<file path="config.mk">
export PLATFORM = sky130hd
export DESIGN_NAME = sha256_msg_padder_flat
export DESIGN_NICKNAME = d
export VERILOG_FILES = /design/src/rtl/sha256_msg_padder_pkg.sv /design/src/rtl/sha256_msg_padder_if.sv /design/src/rtl/sha256_pad_word.sv /design/src/rtl/sha256_msg_padder.sv /design/src/flat_wrapper.sv
export SDC_FILE = /design/constraint.sdc
export NUM_CORES = 1
export LEC_CHECK = 0
export CAP_MARGIN = 5
export CORE_AREA = 2 2 234 236
export CTS_BUF_LIST = sky130_fd_sc_hd__clkbuf_8
export CTS_CLUSTER_SIZE = 14
export DETAILED_ROUTE_END_ITERATION = 16
export DIE_AREA = 0 0 236 238
export PLACE_DENSITY = 0.79
export SYNTH_ARGS = -nofsm -noshare
export SYNTH_HDL_FRONTEND = slang
export SYNTH_SLANG_ARGS = --single-unit
</file>
<file path="constraint.sdc">
create_clock -name clk -period 2.6 [get_ports clk]
set_input_delay 0.39 -clock clk [delete_from_list [all_inputs] [get_ports clk]]
set_output_delay 0.39 -clock clk [all_outputs]
set_load 0.01 [all_outputs]
</file>
<file path="src/rtl/sha256_msg_padder_pkg.sv">
// Shared SHA-256 constants and types for the message padder and sha256_512top.
package sha256_pkg;

    localparam int SHA_WORD_W  = 32;
    localparam int SHA_BLOCK_W = 512;
    localparam int SHA_WORDS   = 16;

    localparam logic [7:0]            SHA_PAD_BYTE = 8'h80;
    localparam logic [SHA_WORD_W-1:0] SHA_PAD_WORD = {SHA_PAD_BYTE, 24'h0};

    typedef enum logic [1:0] {
        FILL,
        EMIT,
        EXTRA
    } padder_state_e;

    // Word i sits in bits [32i+31:32i] of the flattened block.
    typedef logic [SHA_WORDS-1:0][SHA_WORD_W-1:0] sha_block_t;

endpackage

</file>
<file path="src/rtl/sha256_msg_padder_if.sv">
// Word input stream and block output stream of the SHA-256 message padder.
interface sha256_msg_padder_if;

    logic [sha256_pkg::SHA_WORD_W-1:0]  in_data;
    logic [1:0]                         in_bytes;
    logic                               in_last;
    logic                               in_valid;
    logic                               in_ready;
    logic [sha256_pkg::SHA_BLOCK_W-1:0] out_block;
    logic                               out_first;
    logic                               out_last;
    logic                               out_valid;
    logic                               out_ready;

    modport slave (
        input  in_data, in_bytes, in_last, in_valid, out_ready,
        output in_ready, out_block, out_first, out_last, out_valid
    );

    modport master (
        output in_data, in_bytes, in_last, in_valid, out_ready,
        input  in_ready, out_block, out_first, out_last, out_valid
    );

endinterface

</file>
<file path="src/rtl/sha256_pad_word.sv">
// Masks the unused bytes of a closing word and inserts the 0x80 pad byte;
// spill_o flags a full word whose pad byte belongs in the following word.
module sha256_pad_word
    import sha256_pkg::*;
(
    input  logic [SHA_WORD_W-1:0] data_i,
    input  logic [1:0]            bytes_i,
    output logic [SHA_WORD_W-1:0] word_o,
    output logic                  spill_o
);

    // NOTE: every output gets a default first so no latch is inferred.
    always_comb begin
        word_o  = data_i;
        spill_o = 1'b0;
        unique case (bytes_i)
            2'd1:    word_o = {data_i[31:24], SHA_PAD_BYTE, 16'h0};
            2'd2:    word_o = {data_i[31:16], SHA_PAD_BYTE, 8'h0};
            2'd3:    word_o = {data_i[31:8], SHA_PAD_BYTE};
            default: spill_o = 1'b1;
        endcase
    end

endmodule

</file>
<file path="src/rtl/sha256_msg_padder.sv">
// Streaming SHA-256 padder: packs 32-bit words into one block buffer, appends
// 0x80, zero fill and the bit length, and emits framed 512-bit blocks.
module sha256_msg_padder
    import sha256_pkg::*;
#(
    parameter int LEN_W = 64
) (
    input  logic                clk,
    input  logic                rst,
    sha256_msg_padder_if.slave  bus
);

    padder_state_e    state_q, state_d;
    logic [3:0]       widx_q, widx_d;
    logic [LEN_W-1:0] len_q, len_d;
    sha_block_t       block_q, block_d;
    logic             out_first_q, out_first_d;
    logic             out_last_q, out_last_d;
    logic             first_pend_q, first_pend_d;
    logic             extra_q, extra_d;
    logic             spill_q, spill_d;

    logic [SHA_WORD_W-1:0] pad_word;
    logic                  pad_full;
    logic                  in_ready;
    logic                  accept;
    logic [5:0]            add_bits;
    logic [63:0]           len_ext_d, len_ext_q;
    int                    k;

    sha256_pad_word u_pad_word (
        .data_i  (bus.in_data),
        .bytes_i (bus.in_bytes),
        .word_o  (pad_word),
        .spill_o (pad_full)
    );

    assign in_ready      = (state_q == FILL) && rst;
    assign accept        = in_ready && bus.in_valid;
    assign add_bits      = (!bus.in_last || bus.in_bytes == 2'd0) ? 6'd32
                                                                  : {1'b0, bus.in_bytes, 3'b000};
    assign len_ext_q     = 64'(len_q);
    assign len_ext_d     = 64'(len_d);

    assign bus.in_ready  = in_ready;
    assign bus.out_valid = (state_q == EMIT);
    assign bus.out_block = block_q;
    assign bus.out_first = out_first_q;
    assign bus.out_last  = out_last_q;

    always_comb begin
        state_d      = state_q;
        widx_d       = widx_q;
        len_d        = len_q;
        block_d      = block_q;
        out_first_d  = out_first_q;
        out_last_d   = out_last_q;
        first_pend_d = first_pend_q;
        extra_d      = extra_q;
        spill_d      = spill_q;
        k            = int'(widx_q);

        unique case (state_q)
            FILL: begin
                if (accept) begin
                    len_d  = len_q + LEN_W'(add_bits);
                    widx_d = widx_q + 4'd1;
                    if (!bus.in_last) begin
                        block_d[widx_q] = bus.in_data;
                        if (widx_q == 4'd15) begin
                            out_first_d = first_pend_q;
                            out_last_d  = 1'b0;
                            state_d     = EMIT;
                        end
                    end else begin
                        for (int i = 0; i < SHA_WORDS; i++) begin
                            if (i == k)                       block_d[i] = pad_word;
                            else if (i == k + 1 && pad_full)  block_d[i] = SHA_PAD_WORD;
                            else if (i > k)                   block_d[i] = '0;
                        end
                        // Length fits only if the pad byte landed in word 13 or earlier.
                        if (pad_full ? (widx_q <= 4'd12) : (widx_q <= 4'd13)) begin
                            block_d[14] = len_ext_d[63:32];
                            block_d[15] = len_ext_d[31:0];
                            out_last_d  = 1'b1;
                        end else begin
                            out_last_d  = 1'b0;
                            extra_d     = 1'b1;
                            spill_d     = pad_full && (widx_q == 4'd15);
                        end
                        out_first_d = first_pend_q;
                        widx_d      = '0;
                        state_d     = EMIT;
                    end
                end
            end
            EMIT: begin
                if (bus.out_ready) begin
                    first_pend_d = out_last_q;
                    if (extra_q) begin
                        state_d = EXTRA;
                    end else begin
                        state_d = FILL;
                        widx_d  = '0;
                        if (out_last_q) len_d = '0;
                    end
                end
            end
            EXTRA: begin
                block_d     = '0;
                block_d[0]  = spill_q ? SHA_PAD_WORD : '0;
                block_d[14] = len_ext_q[63:32];
                block_d[15] = len_ext_q[31:0];
                out_first_d = 1'b0;
                out_last_d  = 1'b1;
                extra_d     = 1'b0;
                spill_d     = 1'b0;
                state_d     = EMIT;
            end
            default: state_d = FILL;
        endcase
    end

    // NOTE: non-blocking assignments so every register samples pre-edge values.
    always_ff @(posedge clk or negedge rst) begin
        if (!rst) begin
            state_q      <= FILL;
            widx_q       <= '0;
            len_q        <= '0;
            // NOTE: the block buffer is reset because it drives out_block directly.
            block_q      <= '0;
            out_first_q  <= 1'b0;
            out_last_q   <= 1'b0;
            first_pend_q <= 1'b1;
            extra_q      <= 1'b0;
            spill_q      <= 1'b0;
        end else begin
            state_q      <= state_d;
            widx_q       <= widx_d;
            len_q        <= len_d;
            block_q      <= block_d;
            out_first_q  <= out_first_d;
            out_last_q   <= out_last_d;
            first_pend_q <= first_pend_d;
            extra_q      <= extra_d;
            spill_q      <= spill_d;
        end
    end

endmodule

</file>
<file path="src/flat_wrapper.sv">
// flat-port wrapper written by rule: the top's interface ports become plain ports
module sha256_msg_padder_flat import sha256_pkg::*;
#(
    parameter int LEN_W = 64
)
  (clk, rst, bus_in_data, bus_in_bytes, bus_in_last, bus_in_valid, bus_out_ready, bus_in_ready, bus_out_block, bus_out_first, bus_out_last, bus_out_valid);
  sha256_msg_padder_if bus_i ();
  input  logic clk;
  input  logic rst;
  input wire logic [$bits(bus_i.in_data)-1:0] bus_in_data;
  input wire logic [$bits(bus_i.in_bytes)-1:0] bus_in_bytes;
  input wire logic [$bits(bus_i.in_last)-1:0] bus_in_last;
  input wire logic [$bits(bus_i.in_valid)-1:0] bus_in_valid;
  input wire logic [$bits(bus_i.out_ready)-1:0] bus_out_ready;
  output wire logic [$bits(bus_i.in_ready)-1:0] bus_in_ready;
  output wire logic [$bits(bus_i.out_block)-1:0] bus_out_block;
  output wire logic [$bits(bus_i.out_first)-1:0] bus_out_first;
  output wire logic [$bits(bus_i.out_last)-1:0] bus_out_last;
  output wire logic [$bits(bus_i.out_valid)-1:0] bus_out_valid;
  assign bus_i.in_data = bus_in_data;
  assign bus_i.in_bytes = bus_in_bytes;
  assign bus_i.in_last = bus_in_last;
  assign bus_i.in_valid = bus_in_valid;
  assign bus_i.out_ready = bus_out_ready;
  assign bus_in_ready = bus_i.in_ready;
  assign bus_out_block = bus_i.out_block;
  assign bus_out_first = bus_i.out_first;
  assign bus_out_last = bus_i.out_last;
  assign bus_out_valid = bus_i.out_valid;
  sha256_msg_padder #(.LEN_W(LEN_W)) u_core (.clk(clk), .rst(rst), .bus(bus_i));
endmodule
</file>
== After elaboration in Yosys (flattened, before gate mapping) ==
Index checks and enable logic that the tools add are counted.

* Muxes and demuxes: 92
* Order comparisons: 19
* Eq/ne operators: 58
* $add $sub $neg: 3
* Reductions and logical operators: 50

{| class="wikitable"
|+ Operators with widths
! cell !! count
|-
| $mux 32 || 49
|-
| $mux 512 || 2
|-
| $pmux 512 s2 || 1
|-
| $bwmux 512 || 1
|-
| $mux 64 || 5
|-
| $eq 5x32->1 const A || 8
|-
| $demux 32 s4 || 1
|-
| $eq 4x32->1 const A || 4
|-
| $pmux 64 s2 || 1
|-
| $pmux 24 s3 || 1
|-
| $ne 5x5->1 const B || 13
|-
| $add 64x6->64 || 1
|-
| $eq 3x32->1 const A || 2
|-
| $reduce_and 3->1 || 18
|-
| $eq 2x32->1 const A || 1
|-
| $eq 4x4->1 const A || 8
|-
| $gt 4x4->1 const A || 8
|-
| $logic_not 32->1 || 1
|-
| $logic_and 1x1->1 || 20
|-
| $eq 3x4->1 const A || 4
|-
| $gt 3x4->1 const A || 4
|-
| $mux 4 || 4
|-
| $mux 1 || 15
|-
| $ne 6x6->1 const B || 2
|-
| 29 further kinds || 48
|}

* Output and inout bits: 516
* Word-level logic and storage cells: 246
* Register bits: 587
* Input port bits: 39

== Longest topological paths before layout ==
* Depth after elaboration: 10
* Mapped depth: 14
* Gate-level depth less buffers: 11

== Modules after synthesis ==
A second synthesis with hierarchy kept.

* Cell total of the unflattened synthesis: 2529
* Area, all modules: 26316.5 um^2

{| class="wikitable"
|+ Modules (own cells, without submodules)
! module !! area each (um^2) !! times used !! sequential area each (um^2) !! cells each
|-
| sha256_msg_padder || 26073.8 || 1 || 14690.3 || 2491
|-
| sha256_pad_word || 242.7 || 1 || 0.0 || 38
|}

== Least setup slack after synthesis ==
No wires, ideal clock.

* Path type: input-to-reg
* Start point: input bus_in_last
* End point: register u_core.block_q (netlist bit u_core.bus.out_block[463])
* Stages: 13
* Path buffers: 2
* Required time: 2469 ps
* Path slack: -698 ps
* Library setup time: 131 ps
* Data arrival time: 3167 ps
* Cells stage by stage: clkbuf_1 inv_1 clkbuf_1 nor2_1 clkinv_1 ha_1 a21oi_1 nor4_1 nand2_1 nor2_1 mux2_2 a222oi_1 o21ai_0

* Cells in the longest elaborated chain, start to end: 10
* Elaborated cells between the ends (all ways): 12
* Classes of those cells: add/sub: 1; eq/ne: 1; mux: 7; reduce/logical: 3

{| class="wikitable"
|+ Ends and longest elaborated chain
! what !! line !! source
|-
| start, declared || flat_wrapper.sv:12 || <nowiki>input wire logic [$bits(bus_i.in_last)-1:0] bus_in_last;</nowiki>
|-
| $logic_not 1->1 || sha256_msg_padder.sv:40 || <nowiki>assign add_bits = (!bus.in_last || bus.in_bytes == 2'd0) ? 6'd32</nowiki>
|-
| $logic_or 1x1->1 || sha256_msg_padder.sv:40 ||
|-
| $mux 6 || sha256_msg_padder.sv:40 ||
|-
| $add 64x6->64 || sha256_msg_padder.sv:66 || <nowiki>len_d = len_q + LEN_W'(add_bits);</nowiki>
|-
| $mux 64 || sha256_msg_padder.sv:65 || <nowiki>if (accept) begin</nowiki>
|-
| $pmux 64 s2 || sha256_msg_padder.sv:63 || <nowiki>unique case (state_q)</nowiki>
|-
| $mux 64 || sha256_msg_padder.sv:82 || <nowiki>if (pad_full ? (widx_q <= 4'd12) : (widx_q <= 4'd13)) begin</nowiki>
|-
| $mux 512 || sha256_msg_padder.sv:68 || <nowiki>if (!bus.in_last) begin</nowiki>
|-
| $mux 512 || sha256_msg_padder.sv:65 ||
|-
| $pmux 512 s2 || sha256_msg_padder.sv:63 ||
|-
| end signal, assigned || sha256_msg_padder.sv:141 || <nowiki>block_q <= block_d;</nowiki>
|-
| end, declared || sha256_msg_padder.sv:16 || <nowiki>sha_block_t block_q, block_d;</nowiki>
|}

Several ways; a longest one is shown, not always the timed one. The select of a mux whose other input is x is not followed.
A chain may end at the register's enable or synchronous reset.

== Worst setup path after layout ==
* Start point: register u_core.state_q[0]
* End point: register u_core.block_q (netlist bit u_core.bus.out_block[486])

* Cells in the longest elaborated chain, start to end: 9
* Elaborated cells between the ends (all ways): 15
* Classes of those cells: eq/ne: 4; mux: 6; reduce/logical: 5

{| class="wikitable"
|+ Ends and longest elaborated chain
! what !! line !! source
|-
| start, declared || sha256_msg_padder.sv:13 || <nowiki>padder_state_e state_q, state_d;</nowiki>
|-
| start signal, assigned || sha256_msg_padder.sv:138 || <nowiki>state_q <= state_d;</nowiki>
|-
| $logic_not 2->1 || sha256_msg_padder.sv:38, sha256_msg_padder.sv:63 ||
|-
| $logic_and 1x1->1 || sha256_msg_padder.sv:38 || <nowiki>assign in_ready = (state_q == FILL) && rst;</nowiki>
|-
| $logic_and 1x1->1 || sha256_msg_padder.sv:39 || <nowiki>assign accept = in_ready && bus.in_valid;</nowiki>
|-
| $mux 64 || sha256_msg_padder.sv:65 ||
|-
| $pmux 64 s2 (*) || sha256_msg_padder.sv:63 ||
|-
| net u_core.len_d[6] || sha256_msg_padder.sv:15 || <nowiki>logic [LEN_W-1:0] len_q, len_d;</nowiki>
|-
| $mux 64 (*) || sha256_msg_padder.sv:82 ||
|-
| $mux 512 (*) || sha256_msg_padder.sv:68 ||
|-
| $mux 512 (*) || sha256_msg_padder.sv:65 ||
|-
| $pmux 512 s2 (*) || sha256_msg_padder.sv:63 ||
|}

The timed path passes the listed nets; every way through them passes the cells marked *. The select of a mux whose other input is x is not followed.

==> results.toml <==
[sta]
period_needed_ns = 2.57
clock_skew_ns = 0.0380
slew-limit-headroom_pct = 18.0
hold_viol = 0
tightest_slew_ns = 1.22
final.period_utilization_pct = 98.7
fmax_ghz = 0.390
fin_tns_setup_ns = 0
slew_viol_final = 0
rsz0062_at_grt = "no"
setup-violations-final = 0

[worst_setup_path]
setup.worst_path.end = "u_core.bus.out_block[486]"
worstSetupEndpointType = "register"
crit_required_ns = 3.17
ff2ff_setup_slack_ns = 0.03
worst_setup_path_start_kind = "register"
r2r-end = "u_core.bus.out_block[486]"
critPathLaunch = "u_core.state_q[0]"
crit_fanout = 13
r2r_cells = 10
critPathArrivalTime_ns = 3.14
crit_type = "register to register"
r2r-start = "u_core.state_q[0]"

[layout]
fin_nets = 3364
area_delta_synth_final_pct = 45.2
final_core_util_pct = 69.3
drive_gt1_share_pct = 19.6

[clock_network]
numClockSinks = 587
cts_root_buf = "clkbuf_8"
cts_tree = "done"
clk_pin_slew_ns = 0.06
cts_made_buffers = 97
clkLatencyLatePin_ns = 0.75
cts_buffer_depth = 3
htree_num_levels = 3

[floorplanning]
core_area_um2 = 53500
dieArea_um2 = 56200
rows = 85
die_h_um = 238
start_util_pct = 47.7
io_pins = 555
fp.dieW_um = 236

[logic_synthesis]
synth_commonest_cells = "dfrtp_1 (586), nand2_1 (373), a22o_1 (227), o21ai_0 (201), nor2_1 (160)"
avgSynthCellArea_um2 = 10.4
synth-main-ff-cell = "dfrtp_1"
synth-edff-count = 0
syn_nets = 2514
postSynthCellCount = 2464
async_flop_share_pct = 100
seq_area_frac_synth_pct = 57.5
synthTopCellsByArea = "dfrtp_1 (57%), a22o_1 (7.8%), nand2_1 (5.5%)"
synth-seq-cells = 587
yosysTopAreaCellShare_pct = 57.4
synth_area_um2 = 25500
ys_types = 84
ys.warnings.count = 0
synth_most_common_cell = "dfrtp_1"
synth_top_area_cell = "dfrtp_1"

[global_routing]
grt_pass1_vias = 25500
grtUsageTotal_pct = 41.9
grt_max_degree = 162
antenna_found_initial = 6
grt_pass1_wl_um = 174000
overflow = 0

[routing]
wl_um = 120000
post_drt_via_cell_ratio = 6.35
drt_pass1_iterations = 6
vias = 26000
ant_nets = 0
wire_per_inst_um = 29.4
drc = 0
drt_iter0_markers = 3252

[run]
maxCapViolations = 0

[place]
gp_congestion = 1.00
dp_hpwl_um = 86000
io_buffers = 554

[min_path]
hold_path.class = "primary input to asynchronous set/reset pin"

[run_status]
status = "finished clean"

[pwr]
ir_drop_uv = 514
p_leak_nw = 16.7
powerDensity_nw_per_um2 = 639
sequential cells by signal, indices dropped and copies added (netlist names):
name / count
u_core.widx_q: 4
u_core.bus.out_block: 512
u_core.state_q: 2
u_core.bus.out_first: 1
u_core.extra_q: 1
u_core.first_pend_q: 1
u_core.spill_q: 1
u_core.bus.out_last: 1
u_core.len_ext_q: 64
worst max-delay path, stage by stage, from the launching register on:
cell and delay, ns:
dfrtp_1 0.39, buf_4 0.20, nor2_2 0.13, buf_6 0.16
buf_4 0.27, nor2_2 0.13, buf_4 0.20, o21ai_0 0.16
o21ai_0 0.16, a221oi_1 0.42, o21ai_0 0.18
stage by stage:
step | worst slack (ns) | hold slack, ns | cell area [um2] | std cells | power, mW
after global routing | 0.00689 | 0.342 | 37100 | 4088 | 24.4
after floorplan | -0.0282 | 0.0944 | 25700 | 2464 | 12.0
after detailed placement | -0.714 | 0.458 | 34600 | 3899 | 15.0
after global placement | -0.680 | 0.456 | 34600 | 3899 | 14.9
final | 0.0345 | 0.317 | 37100 | 4093 | 23.7
after CTS | 0.0136 | 0.267 | 36800 | 4081 | 23.6
placed cells by master, fill, tap and decap left out, drive strengths merged, types with 17 or more instances in the layout:
cell type      instances
nand3                 60
o21ai                209
and3                  32
dfrtp                586
inv                   64
a221oi                29
a21oi                112
nand2                373
o22ai                 31
o31ai                 75
nand4                 31
nor4                  20
and2                  27
nor3                  34
mux2                  30
buf                  387
a31oi                 23
clkdlybuf4s50        548
clkbuf               120
a22o                 227
nor2                 160
clkinv                17
repair_timing:
item / CTS / global route
setup endpoints to repair: 136 / 151
hold buffers: 1 / 0
hold endpoints to repair: 127 / 0
pin swaps: 2 / 7
gates resized for setup: 26 / 41
gates cloned: 1 / 1
setup buffers: 4 / 5
routing by layer:
metal | up-vias | GRT usage [%] | wire length [um]
met1 | 12800 | 54.4 | 44600
met5 | - | 0 | 27
met4 | 4 | 26.0 | 8520
li1 | 10700 | - | -
met2 | 2020 | 60.7 | 51300
met3 | 439 | 14.0 | 15800
worst min path at each step:
stage / from / to / slack, ns / cells past startpoint
global placement: rst / u_core.bus.out_last / 0.46 / 2
global route: rst / u_core.widx_q[1] / 0.34 / 3
CTS: rst / u_core.widx_q[1] / 0.27 / 3
floorplan: rst / u_core.bus.out_block[0] / 0.09 / 0
detailed placement: rst / u_core.bus.out_last / 0.46 / 2
finish: rst / u_core.bus.out_block[256] / 0.32 / 3
power breakdown:
group	switching [mW]	internal (mW)	total (mW)
Sequential	0.586	9.79	10.4
Clock	4.06	4.58	8.64
Combinational	2.61	2.07	4.68
layout make-up:
class / count / area [um2]
clock buffer: 119 / 1640
inverter: 30 / 118
antenna: 6 / 15.0
tap: 696 / 871
timing repair buffer: 942 / 8940
clock inverter: 57 / 408
multi-input combinational: 1656 / 10400
fill: 3882 / 16400
sequential: 587 / 14700
logic make-up (layout without fill, tap and decap cells):
logic type	after synthesis	count (layout)	synth area share [%]
adder cells (fa/ha/maj)	11	11	0.568
buffers and inverters	222	1148	3.47
other	0	6	0
AO/OA/AOI/OAI	799	800	21.9
multiplexers	45	45	1.91
AND/OR/NAND/NOR	780	780	13.9
XOR/XNOR	20	20	0.686
flip-flops	587	587	57.5
(Power assumes the default switching activity.)
